===== config.mk =====
export PLATFORM = sky130hd
export DESIGN_NAME = raizing_layer_mixer
export DESIGN_NICKNAME = d
export VERILOG_FILES = /design/src/rtl/raizing_layer_mixer.sv
export SDC_FILE = /design/constraint.sdc
export NUM_CORES = 1
export LEC_CHECK = 0
export BUFFER_PORTS_ARGS = -buffer_cell sky130_fd_sc_hd__buf_2
export CAP_MARGIN = 20
export CORE_ASPECT_RATIO = 0.9
export CORE_UTILIZATION = 49
export DETAILED_ROUTE_END_ITERATION = 10
export GPL_ROUTABILITY_DRIVEN = 0
export GPL_TIMING_DRIVEN = 1
export PLACE_DENSITY = 0.74
export SYNTH_ARGS = -nofsm -noshare
export SYNTH_HDL_FRONTEND = slang
export SYNTH_SLANG_ARGS = --single-unit

===== constraint.sdc =====
create_clock -name CLK -period 12.68 [get_ports CLK]
set_input_delay 2.536 -clock CLK [delete_from_list [all_inputs] [get_ports CLK]]
set_output_delay 2.536 -clock CLK [all_outputs]
set_load 0.02 [all_outputs]

===== src/rtl/raizing_layer_mixer.sv =====
// raizing_layer_mixer: priority compositor for NUM_LAYERS layer pixels.
// Produces a palette index with a fixed three-tick latency on PIXEL_CEN,
// a frame-synchronised layer enable mask, a backdrop index and delayed blanking.
// Optional macro RAIZING_MIX_STATS_EN adds a per-frame backdrop pixel counter
// (output BACKDROP_COUNT).
module raizing_layer_mixer #(
  parameter int NUM_LAYERS = 4,
  parameter int PRI_W      = 4,
  parameter int IDX_W      = 11,
  localparam int PIXW      = PRI_W + IDX_W
) (
  input  logic                       CLK,
  input  logic                       RESET,
  input  logic                       PIXEL_CEN,
  input  logic                       ACTIVE,
  input  logic                       LHBL,
  input  logic                       LVBL,
  input  logic [NUM_LAYERS*PIXW-1:0] LAYER_PIXELS,
  input  logic [NUM_LAYERS-1:0]      MASK_DIN,
  input  logic                       MASK_WE,
  input  logic [IDX_W-1:0]           BACKDROP,
  output logic [IDX_W-1:0]           FINAL_PIXEL,
  output logic [3:0]                 WIN_LAYER,
`ifdef RAIZING_MIX_STATS_EN
  output logic [17:0]                BACKDROP_COUNT,
`endif
  output logic                       LHBL_DLY,
  output logic                       LVBL_DLY
);

  localparam logic [3:0] NO_LAYER = 4'hF;

  // Field extraction helpers for one packed layer pixel.
  function automatic logic [PRI_W-1:0] pix_pri(input logic [PIXW-1:0] pix);
    return pix[IDX_W +: PRI_W];
  endfunction

  function automatic logic [IDX_W-1:0] pix_idx(input logic [PIXW-1:0] pix);
    return pix[IDX_W-1:0];
  endfunction

  // Colour 0 of every 16-entry palette row is transparent.
  function automatic logic pix_opaque(input logic [PIXW-1:0] pix);
    return pix[3:0] != 4'd0;
  endfunction

  // Layer enable masks: shadow is written any time, active follows at vblank.
  logic [NUM_LAYERS-1:0] mask_sh_q;
  logic [NUM_LAYERS-1:0] mask_act_q;

  // Stage 1 registers.
  logic [NUM_LAYERS*PIXW-1:0] pix_p1_q;
  logic [NUM_LAYERS-1:0]      cand_p1_q;
  logic [NUM_LAYERS-1:0]      cand_d;
  logic                       act_p1_q;
  logic                       lhbl_p1_q;
  logic                       lvbl_p1_q;

  // Stage 2 registers.
  logic [IDX_W-1:0] idx_p2_q;
  logic [3:0]       win_p2_q;
  logic             act_p2_q;
  logic             lhbl_p2_q;
  logic             lvbl_p2_q;
  logic [IDX_W-1:0] idx_d;
  logic [3:0]       win_d;
  logic [PRI_W-1:0] sel_pri;
  logic             sel_found;

  // Stage 3 (output) registers.
  logic [IDX_W-1:0] fin_p3_q;
  logic [3:0]       win_p3_q;
  logic             lhbl_p3_q;
  logic             lvbl_p3_q;

  // Falling edge of vertical blank seen on a pixel tick.
  logic vbl_start;
  assign vbl_start = PIXEL_CEN && lvbl_p1_q && !LVBL;

  // Candidate flags: opaque pixel in a currently enabled layer.
  always_comb begin
    cand_d = '0;
    for (int k = 0; k < NUM_LAYERS; k++) begin
      cand_d[k] = mask_act_q[k] && pix_opaque(LAYER_PIXELS[k*PIXW +: PIXW]);
    end
  end

  // Mask double-buffer; a write on the vblank-start edge bypasses the shadow.
  always_ff @(posedge CLK) begin
    if (RESET) begin
      mask_sh_q  <= '1;
      mask_act_q <= '1;
    end else begin
      if (MASK_WE) mask_sh_q <= MASK_DIN;
      if (vbl_start) mask_act_q <= MASK_WE ? MASK_DIN : mask_sh_q;
    end
  end

  // ---- stage 1: capture pixels, qualifiers and candidate flags ----
  always_ff @(posedge CLK) begin
    if (RESET) begin
      pix_p1_q  <= '0;
      cand_p1_q <= '0;
      act_p1_q  <= 1'b0;
      lhbl_p1_q <= 1'b0;
      lvbl_p1_q <= 1'b0;
    end else if (PIXEL_CEN) begin
      pix_p1_q  <= LAYER_PIXELS;
      cand_p1_q <= cand_d;
      act_p1_q  <= ACTIVE;
      lhbl_p1_q <= LHBL;
      lvbl_p1_q <= LVBL;
    end
  end

  // Highest priority candidate wins; strict compare keeps the lowest index on ties.
  always_comb begin
    idx_d     = BACKDROP;
    win_d     = NO_LAYER;
    sel_pri   = '0;
    sel_found = 1'b0;
    for (int k = 0; k < NUM_LAYERS; k++) begin
      if (cand_p1_q[k] && (!sel_found || pix_pri(pix_p1_q[k*PIXW +: PIXW]) > sel_pri)) begin
        sel_found = 1'b1;
        sel_pri   = pix_pri(pix_p1_q[k*PIXW +: PIXW]);
        idx_d     = pix_idx(pix_p1_q[k*PIXW +: PIXW]);
        win_d     = 4'(k);
      end
    end
  end

  // ---- stage 2: register the winning index and layer number ----
  always_ff @(posedge CLK) begin
    if (RESET) begin
      idx_p2_q  <= '0;
      win_p2_q  <= '0;
      act_p2_q  <= 1'b0;
      lhbl_p2_q <= 1'b0;
      lvbl_p2_q <= 1'b0;
    end else if (PIXEL_CEN) begin
      idx_p2_q  <= idx_d;
      win_p2_q  <= win_d;
      act_p2_q  <= act_p1_q;
      lhbl_p2_q <= lhbl_p1_q;
      lvbl_p2_q <= lvbl_p1_q;
    end
  end

  // ---- stage 3: outputs, forced to index 0 / no layer outside the display ----
  always_ff @(posedge CLK) begin
    if (RESET) begin
      fin_p3_q  <= '0;
      win_p3_q  <= NO_LAYER;
      lhbl_p3_q <= 1'b0;
      lvbl_p3_q <= 1'b0;
    end else if (PIXEL_CEN) begin
      fin_p3_q  <= act_p2_q ? idx_p2_q : '0;
      win_p3_q  <= act_p2_q ? win_p2_q : NO_LAYER;
      lhbl_p3_q <= lhbl_p2_q;
      lvbl_p3_q <= lvbl_p2_q;
    end
  end

  assign FINAL_PIXEL = fin_p3_q;
  assign WIN_LAYER   = win_p3_q;
  assign LHBL_DLY    = lhbl_p3_q;
  assign LVBL_DLY    = lvbl_p3_q;

`ifdef RAIZING_MIX_STATS_EN
  logic [17:0] bd_cnt_q;
  logic [17:0] bd_count_q;

  // Count active backdrop pixels leaving stage 3; publish and clear at vblank.
  always_ff @(posedge CLK) begin
    if (RESET) begin
      bd_cnt_q   <= '0;
      bd_count_q <= '0;
    end else if (vbl_start) begin
      bd_count_q <= bd_cnt_q;
      bd_cnt_q   <= '0;
    end else if (PIXEL_CEN && act_p2_q && win_p2_q == NO_LAYER && bd_cnt_q != 18'h3FFFF) begin
      bd_cnt_q <= bd_cnt_q + 18'd1;
    end
  end

  assign BACKDROP_COUNT = bd_count_q;
`endif

endmodule


* After elaboration in Yosys (flattened, before gate mapping) *
Cells that the tools add are included.

word-level totals
  register bits after elaboration = 110

operators by class
  reduce and logical (&&, ||, !) cells = 20
  muxes and demuxes = 17
  $lt $le $gt $ge = 3

operator list
  kind               number
  $mux 11            5
  $mux 4             9
  $reduce_bool 4->1  4
  $gt 4x4->1         3
  $logic_and 1x1->1  9
  $logic_not 1->1    4
  $logic_or 1x1->1   3
  $mux 1             3

* Logic depth before layout (Yosys ltp) *
Gate-level depths: netlist of run 1.

  depth in word-level cells = 13
  mapped depth = 24

* Worst setup path before layout of run 1 *
OpenSTA, ideal clock, no wires.

  path type = register to register
  start = register cand_p1_q[0]
  end = register win_p2_q[0]
  path buffers = 5
  arrival time = 4.800 ns
  cell stages (with the launch flop) = 25
  required time = 12.552 ns
  slack = 7.753 ns
  path through = dfxtp_1 clkbuf_1 clkbuf_1 nand2_1 ha_1 nor2b_2 o211ai_2 a211oi_4 buf_6 nor2_1 a21oi_1 ha_1 nand4_1 o21ai_1 a31oi_4 clkbuf_1 mux2_2 ha_1 nor2b_1 o211ai_1 a31o_2 clkbuf_1 nand2_1 o22ai_1 nor2_1

on the way
  longest elaborated chain between the ends = 13

ends and longest elaborated chain
  what                                                  RTL line  RTL
  start: declaration                                    53        logic [NUM_LAYERS-1:0] cand_p1_q;
  start signal: assignment                              109       cand_p1_q <= cand_d;
  $mux 4 / $mux 1 (equally long branches)               123       if (cand_p1_q[k] && (!sel_found || pix_pri(pix_p1_q[k*PIXW +: PIXW]) > sel_pri)) begin
  $gt 4x4->1 / $logic_not 1->1 (equally long branches)  123
  $logic_or 1x1->1                                      123
  $logic_and 1x1->1                                     123
  $mux 4 / $mux 1 (equally long branches)               123
  $gt 4x4->1 / $logic_not 1->1 (equally long branches)  123
  $logic_or 1x1->1                                      123
  $logic_and 1x1->1                                     123
  $mux 4 / $mux 1 (equally long branches)               123
  $gt 4x4->1 / $logic_not 1->1 (equally long branches)  123
  $logic_or 1x1->1                                      123
  $logic_and 1x1->1                                     123
  $mux 4 *                                              123
  end signal: assignment                                142       win_p2_q <= win_d;
  end: declaration                                      61        logic [3:0] win_p2_q;

Every way passes the cells marked *; elsewhere a longest branch is shown, timed or not.
A chain may end at the register's enable or synchronous reset.

* Final worst setup path of run 1 *
  start = register cand_p1_q[0]
  end = register idx_p2_q[3]

on the way
  longest elaborated chain between the ends = 13

ends and longest elaborated chain
  what                                                  RTL line  RTL
  $mux 4 / $mux 1 (equally long branches)               123
  $gt 4x4->1 / $logic_not 1->1 (equally long branches)  123
  $logic_or 1x1->1                                      123
  $logic_and 1x1->1                                     123
  $mux 4 / $mux 1 (equally long branches)               123
  $gt 4x4->1 / $logic_not 1->1 (equally long branches)  123
  $logic_or 1x1->1                                      123
  $logic_and 1x1->1                                     123
  $mux 4 / $mux 1 (equally long branches)               123
  $gt 4x4->1 / $logic_not 1->1 (equally long branches)  123
  $logic_or 1x1->1                                      123
  $logic_and 1x1->1                                     123
  $mux 11 *                                             123
  end signal: assignment                                141       idx_p2_q <= idx_d;
  end: declaration                                      60        logic [IDX_W-1:0] idx_p2_q;

Marks and branches as above.

==> key figures, run 1 <==
Clock network
  – CTS H-tree lvls: 3
  – Clock root buffer: clkbuf_8
  – Worst-skew pair later-pin latency: 370 ps
  – Clock Sink Count: 108
  – Post-CTS Setup Bufs: 0
  – Post-CTS sizing: 0
  – CTS max path bufs: 2
  – Clk slew on worst S/H paths: 110 ps
  – CTS tree: built
  – CTS buffer count: 9
  – CTS Hold Bufs: 0

Setup path
  – Critical Path End: idx_p2_q[3]
  – Reg2reg start: cand_p1_q[0]
  – CP Launch Point: cand_p1_q[0]
  – CP Cell Sequence: nand2_1, ha_1, nor2b_2, o211ai_2, a211oi_4, nor2_1, a21oi_1, ha_1, nand4_1, o21ai_1, a31oi_4, mux2_2, ha_1, nor2b_1, o211ai_1, a31o_2, o311a_1, o32ai_1
  – CP endpoint kind: register
  – Critical path's slowest cell: dfxtp_1
  – Delay of the slowest critical-path stage: 720 ps
  – CP arrival: 5930 ps
  – Worst reg2reg setup slack: 6950 ps
  – Worst endpoint required time: 12880 ps
  – FF-to-FF path depth: 18
  – Critical Path Source Type: register
  – Worst-path fanout max: 28
  – Reg-to-Reg End: idx_p2_q[3]
  – Worst setup path category: register to register
  – Most frequent CP cell: ha_1

Pwr
  – Static Leak: 2.435 nW
  – Reg power frac: 54.6%
  – Worst vdd ir: 0.00007638 V
  – Clk pwr share: 29.2%
  – Total power: 0.6846 mW
  – Combinational fraction of design power: 16.1%
  – Net switching power figure: 0.2011 mW
  – Switch share: 29.38%
  – Pwr dens: 124.5 nW/um^2
  – Int Pwr: 0.4835 mW

Logic synthesis
  – Synth top area cells: dfxtp_1, mux2i_1, nor2_1, nand2b_1, ha_1
  – Netlist cell types: 43
  – Async S/R FF share, synth: 0%
  – Netlist Area Pre-Place: 4825 sq um
  – Area share of the largest cell type after synthesis: 44.81%
  – Area leader, netlist: dfxtp_1
  – Number of synthesized flops with an enable pin: 0
  – Syn nets: 607
  – Seq/Total Area, Yosys: 44.81%
  – Main flop type after synthesis: dfxtp_1
  – YS warnings: 0
  – Synthesized instance count: 513
  – Flops & latches, synth: 108
  – Synth Area per Inst: 9.405 sq um

Layout
  – Non-filler instance count after layout: 712
  – Fill cell count: 862
  – Most frequent cells in the layout: dfxtp_1, nor2_1, buf_2
  – Diodes inserted: 0
  – Fin nets: 679
  – Layout cells sized above 1: 22.88%
  – Area growth syn-to-layout: 13.95%
  – Commonest non-fill, non-tap cell in the layout: dfxtp_1

GRT
  – First-pass GRT wire length: 18.73 mm
  – Grt ovf: 0
  – Largest net degree at the start of global routing: 110
  – Number of global-route vias before repair: 3807
  – Gr usage total: 23.64%
  – Initial antenna violation count: 0

STA
  – Setup TNS: 0 ps
  – Slew Limit Fails: 0
  – Unrepaired setup endpoints after global routing: no
  – Tmin final: 5732 ps
  – Hold WS: 474.9 ps
  – Tightest Pin Transition: 1080 ps
  – Final hold vios: 0
  – Worst slew margin: 28.00%
  – Final period utilization: 45.21%
  – Worst Skew: 9.263 ps
  – Final setup vio count: 0
  – Fmax: 0.1745 GHz

Detailed routing
  – WL/cell: 16.33 um
  – DRC Markers: 0
  – Drt pass-1 iters: 4
  – Vias per inst: 5.458
  – Routed wire length: 11.63 mm
  – Antenna-violating nets left: 0
  – Via count: 3886
  – Detailed Route Iter0 Violations: 234

Floorplan
  – Initial Util: 51.70%
  – Cell row count: 33
  – Total die area: 10250 sq um
  – Io pins: 99
  – Die width: 106.6 um
  – Die height: 96.14 um
  – Core area: 9331 sq um

Run
  – Max-cap violations: 0

Placed design
  – Port Buffers: 98
  – Final HPWL DP: 8.422 mm
  – Cells after DPL: 696

Run status
  – Status: finished, final reports clean

Hold path
  – Hold Crit Class: register to register
## critical path, delay by kind of cell, from the launching register on
kind / cells / cell delay (ps)
AOI/OAI and AO/OA: 9 / 2790
adders and majority gates: 3 / 920
DFF: 1 / 720
muxes: 1 / 430
and+or+nand+nor: 5 / 660
## kinds of logic (layout without fill, tap and decap cells)
kind of cell	Yosys count	after routing	share of synthesized area, %
AOI/OAI and AO/OA	73	73	12.91
adders and majority gates	12	12	3.112
muxes	77	77	16.08
buffers and inverters	46	123	4.097
and+or+nand+nor	197	197	18.98
DFF	108	108	44.81
## registers in the layout, indices dropped and copies added (netlist names)
| name | cells |
|---|---|
| act_p2_q | 1 |
| mask_act_q | 4 |
| idx_p2_q | 11 |
| win_p2_q | 3 |
| cand_p1_q | 4 |
| pix_p1_q | 60 |
| lhbl_p2_q | 1 |
| lvbl_p2_q | 1 |
| LHBL_DLY | 1 |
| FINAL_PIXEL | 11 |
| lvbl_p1_q | 1 |
| LVBL_DLY | 1 |
| act_p1_q | 1 |
| lhbl_p1_q | 1 |
| mask_sh_q | 4 |
| WIN_LAYER | 3 |
## cells in the mapped netlist, drive strengths merged, types with 2 or more instances
master	number
a211o	5
a211oi	13
a21oi	20
and2	12
buf	11
clkbuf	27
dfxtp	108
ha	12
inv	8
mux2	4
mux2i	73
nand2	18
nand2b	34
nand3	15
nand4	3
nor2	105
nor2b	2
o211ai	2
o21ai	3
o22ai	4
o311a	11
o32ai	11
or4	4
## layer usage
metal	part of all wire [%]	track usage, %	wire length, um
met4	1.7	6.279	198
met2	44	37.31	5146
met5	0	0	0
met3	6.9	6.026	805
met1	47	32.15	5478
## how the worst min path moves through the flow
stage | slack [ps] | to | cells past startpoint | from
finish | 470 | FINAL_PIXEL[4] | 2 | FINAL_PIXEL[4]
global route | 500 | FINAL_PIXEL[1] | 2 | FINAL_PIXEL[1]
CTS | 480 | FINAL_PIXEL[1] | 2 | FINAL_PIXEL[1]
detailed placement | 460 | FINAL_PIXEL[1] | 2 | FINAL_PIXEL[1]
global placement | 450 | mask_act_q[2] | 1 | mask_act_q[2]
floorplan | 440 | mask_act_q[0] | 1 | mask_act_q[0]
## area by class of cell
cell class / count / area (sq um) / area share, %
multi-input cells: 359 / 2465 / 44.83
well taps: 122 / 152.6 / 2.777
flip-flops and latches: 108 / 2162 / 39.33
clock buffers: 9 / 123.9 / 2.253
inverters: 8 / 30.03 / 0.5462
clock inverters: 7 / 61.31 / 1.115
repair buffers: 99 / 503.0 / 9.149
## power by group through the flow
| stage | Sequential [mW] | Combinational [mW] | Clock [mW] |
|---|---|---|---|
| global route | 0.376 | 0.121 | 0.216 |
| CTS | 0.374 | 0.110 | 0.204 |
| global placement | 0.381 | 0.104 | 0 |
| floorplan | 0.375 | 0.0813 | 0 |
| detailed placement | 0.381 | 0.109 | 0 |
| finish | 0.374 | 0.110 | 0.200 |
## through the flow
step / util, % / cell area (sq um) / worst slack [ps]
3_3_place_gp: 56.93 / 5313 / 7395
5_1_grt: 58.92 / 5498 / 6523
4_1_cts: 58.92 / 5498 / 6976
3_5_place_dp: 56.93 / 5313 / 7021
6_report: 58.92 / 5498 / 6948
2_1_floorplan: - / 4825 / 7753
(Power assumes the default switching activity.)
==> run 2, diff against run 1 <==
Settings changed: PLACE_DENSITY 0.74 to 0.76.
Clock period 12.68 ns to 4.78 ns, I/O delays scaled along.
==> run 2 against run 1 <==
  * Global-route usage fell by 0.33 points
  * Clock power rose to 2.6 times the previous value
  * Core utilization rose by 0.40 points
  * Critical path type unchanged
  * Largest power group unchanged
==> key figures, run 2 (synthesized netlist as in run 1, its figures left out) <==
Clock network
  – Post-CTS sizing: 0 (unchanged)
  – CTS buffer count: 9 (unchanged)
  – CTS tree: built (unchanged)
  – Clock Sink Count: 108 (unchanged)
  – Post-CTS Setup Bufs: 0 (unchanged)
  – Clk slew on worst S/H paths: 100 ps (was 110 ps)
  – Worst-skew pair later-pin latency: 380 ps (was 370 ps)
  – Clock root buffer: clkbuf_8 (unchanged)
  – CTS H-tree lvls: 3 (unchanged)
  – CTS max path bufs: 2 (unchanged)
  – CTS Hold Bufs: 0 (unchanged)

Placed design
  – Port Buffers: 98 (unchanged)
  – Worst slack, placed: 331.9 ps (was 7021 ps)
  – Final HPWL DP: 8.507 mm (was 8.422 mm)

Floorplan
  – Die height: 96.14 um (unchanged)
  – Core area: 9331 sq um (unchanged)
  – Initial Util: 51.70% (unchanged)
  – Die width: 106.6 um (unchanged)
  – Total die area: 10250 sq um (unchanged)
  – Io pins: 99 (unchanged)
  – Cell row count: 33 (unchanged)

Hold path
  – Hold path startpoint: FINAL_PIXEL[2] (was FINAL_PIXEL[4])
  – Hold Crit Class: register to register (unchanged)

Detailed routing
  – Via count: 3923 (was 3886)
  – Detailed Route Iter0 Violations: 222 (was 234)
  – Vias per inst: 5.471 (was 5.458)
  – DRC Markers: 0 (unchanged)
  – WL/cell: 16.36 um (was 16.33 um)
  – Routed wire length: 11.73 mm (was 11.63 mm)
  – Antenna-violating nets left: 0 (unchanged)
  – Drt pass-1 iters: 4 (unchanged)

Pwr
  – Static Leak: 2.471 nW (was 2.435 nW)
  – Pwr dens: 327.3 nW/um^2 (was 124.5 nW/um^2)
  – Worst vdd ir: 0.0001443 V (was 0.00007638 V)

Layout
  – Area growth syn-to-layout: 14.73% (was 13.95%)
  – Diodes inserted: 0 (unchanged)
  – Layout cells sized above 1: 23.53% (was 22.88%)
  – Max FFs per register: 60 (unchanged)
  – Largest register by flop count: pix_p1_q (unchanged)
  – Final Core Density: 59.32% (was 58.92%)
  – Commonest non-fill, non-tap cell in the layout: dfxtp_1 (unchanged)
  – Fin nets: 684 (was 679)
  – Most frequent cells in the layout: dfxtp_1, nor2_1, buf_2 (unchanged)

Setup path
  – Critical path depth: 18 (unchanged)
  – Cell family with most CP delay: compound AO/OA/AOI/OAI gates (unchanged)
  – CP Cell Sequence: nand2_1, ha_1, nor2b_2, o211ai_2, a211oi_4, nor2_1, a21oi_1, ha_1, nand4_1, o21ai_1, a31oi_4, mux2_2, ha_1, nor2b_1, o211ai_1, a31o_2, o311a_1, o32ai_2 (was nand2_1, ha_1, nor2b_2, o211ai_2, a211oi_4, nor2_1, a21oi_1, ha_1, nand4_1, o21ai_1, a31oi_4, mux2_2, ha_1, nor2b_1, o211ai_1, a31o_2, o311a_1, o32ai_1)
  – Buffers and inverters on the worst path: 0 (unchanged)
  – Worst endpoint required time: 5020 ps (was 12880 ps)
  – Reg2reg start: cand_p1_q[0] (unchanged)
  – Worst-path fanout max: 24 (was 28)
  – Critical path's slowest cell: a31o_2 (was dfxtp_1)
  – Critical Path Source Type: register (unchanged)
  – Most frequent CP cell: ha_1 (unchanged)
  – Reg-to-Reg End: idx_p2_q[8] (was idx_p2_q[3])
  – Critical Path End: idx_p2_q[8] (was idx_p2_q[3])
  – CP Launch Point: cand_p1_q[0] (unchanged)
  – CP arrival: 4760 ps (was 5930 ps)
  – Worst setup path category: register to register (unchanged)
  – Worst reg2reg setup slack: 260 ps (was 6950 ps)
  – Delay of the slowest critical-path stage: 500 ps (was 720 ps)
  – FF-to-FF path depth: 18 (unchanged)
  – CP endpoint kind: register (unchanged)

STA
  – Unrepaired setup endpoints after global routing: no (unchanged)
  – Tightest Pin Transition: 650.9 ps (was 1080 ps)
  – Final setup vio count: 0 (unchanged)
  – Final period utilization: 94.65% (was 45.21%)
  – Tmin final: 4524 ps (was 5732 ps)
  – Fmax: 0.2210 GHz (was 0.1745 GHz)
  – Slew Limit Fails: 0 (unchanged)
  – Worst Skew: 11.31 ps (was 9.263 ps)
  – Setup TNS: 0 ps (unchanged)
  – Final hold vios: 0 (unchanged)
  – Slack of the critical path: 255.6 ps (was 6948 ps)
  – Worst slew margin: 56.61% (was 28.00%)

GRT
  – First-pass GRT wire length: 18.43 mm (was 18.73 mm)
  – Number of global-route vias before repair: 3637 (was 3807)
  – Gr usage total: 23.31% (was 23.64%)
  – Grt ovf: 0 (unchanged)
  – Initial antenna violation count: 0 (unchanged)
  – Largest net degree at the start of global routing: 66 (was 110)

Run
  – Max-cap violations: 0 (unchanged)

Run status
  – Status: finished, final reports clean (unchanged)
==> run 2: changes by cell type in the layout (fill, tap and decap cells not counted), sizes merged <==
cell	delta
inv	-1
clkinv	+3
buf	+5
clkbuf	+1
clkinvlp	-3
==> run 2: worst min-delay path by stage <==
stage	cells after the start	endpoint
2_1_floorplan	1	mask_act_q[0]
3_3_place_gp	2	FINAL_PIXEL[2]
3_5_place_dp	2	FINAL_PIXEL[5]
4_1_cts	2	FINAL_PIXEL[5]
5_1_grt	2	FINAL_PIXEL[2]
6_report	2	FINAL_PIXEL[2]
==> run 2: metal layers <==
| layer | share of wire, % | vias up | GRT usage, % | wire, um |
|---|---|---|---|---|
| met5 | 0 | - | 0 | 0 |
| met4 | 1.4 | 0 | 7.306 | 164 |
| met3 | 7.2 | 14 | 4.198 | 847 |
| met2 | 43 | 143 | 35.43 | 4992 |
| met1 | 49 | 1831 | 33.42 | 5722 |
| li1 | - | 1935 | - | - |
==> run 2: through the flow <==
stage	hold WS, ps	std cells	area [sq um]	power (mW)
after floorplan	436.3	513	4828	1.210
after global placement	455.7	701	5350	1.290
after detailed placement	455.8	701	5350	1.301
after CTS	477.7	717	5535	1.817
after global routing	503.2	717	5535	1.890
final	475.7	717	5535	1.812
==> run 2: layout make-up <==
cell class	instances	area, sq um
Timing Repair Buffer	104	540.5
Fill cell	843	3796
Inverter	8	30.03
Clock buffer	10	137.6
Sequential cell	108	2162
Clock inverter	6	47.55
Tap cell	122	152.6
Multi-Input combinational cell	359	2465
==> run 2: report_power, final <==
part | switching, mW | internal [mW]
Clock | 0.319 | 0.208
Combinational | 0.160 | 0.136
Sequential | 0.0379 | 0.952
Total | 0.517 | 1.30
==> run 2: worst register-to-register path: stages (launching register included) <==
cell	delay, ps
dfxtp_1	390
nand2_1	100
ha_1	290
nor2b_2	150
o211ai_2	120
a211oi_4	390
nor2_1	110
a21oi_1	240
ha_1	310
nand4_1	110
o21ai_1	100
a31oi_4	250
mux2_2	380
ha_1	300
nor2b_1	140
o211ai_1	160
a31o_2	500
o311a_1	280
o32ai_2	90
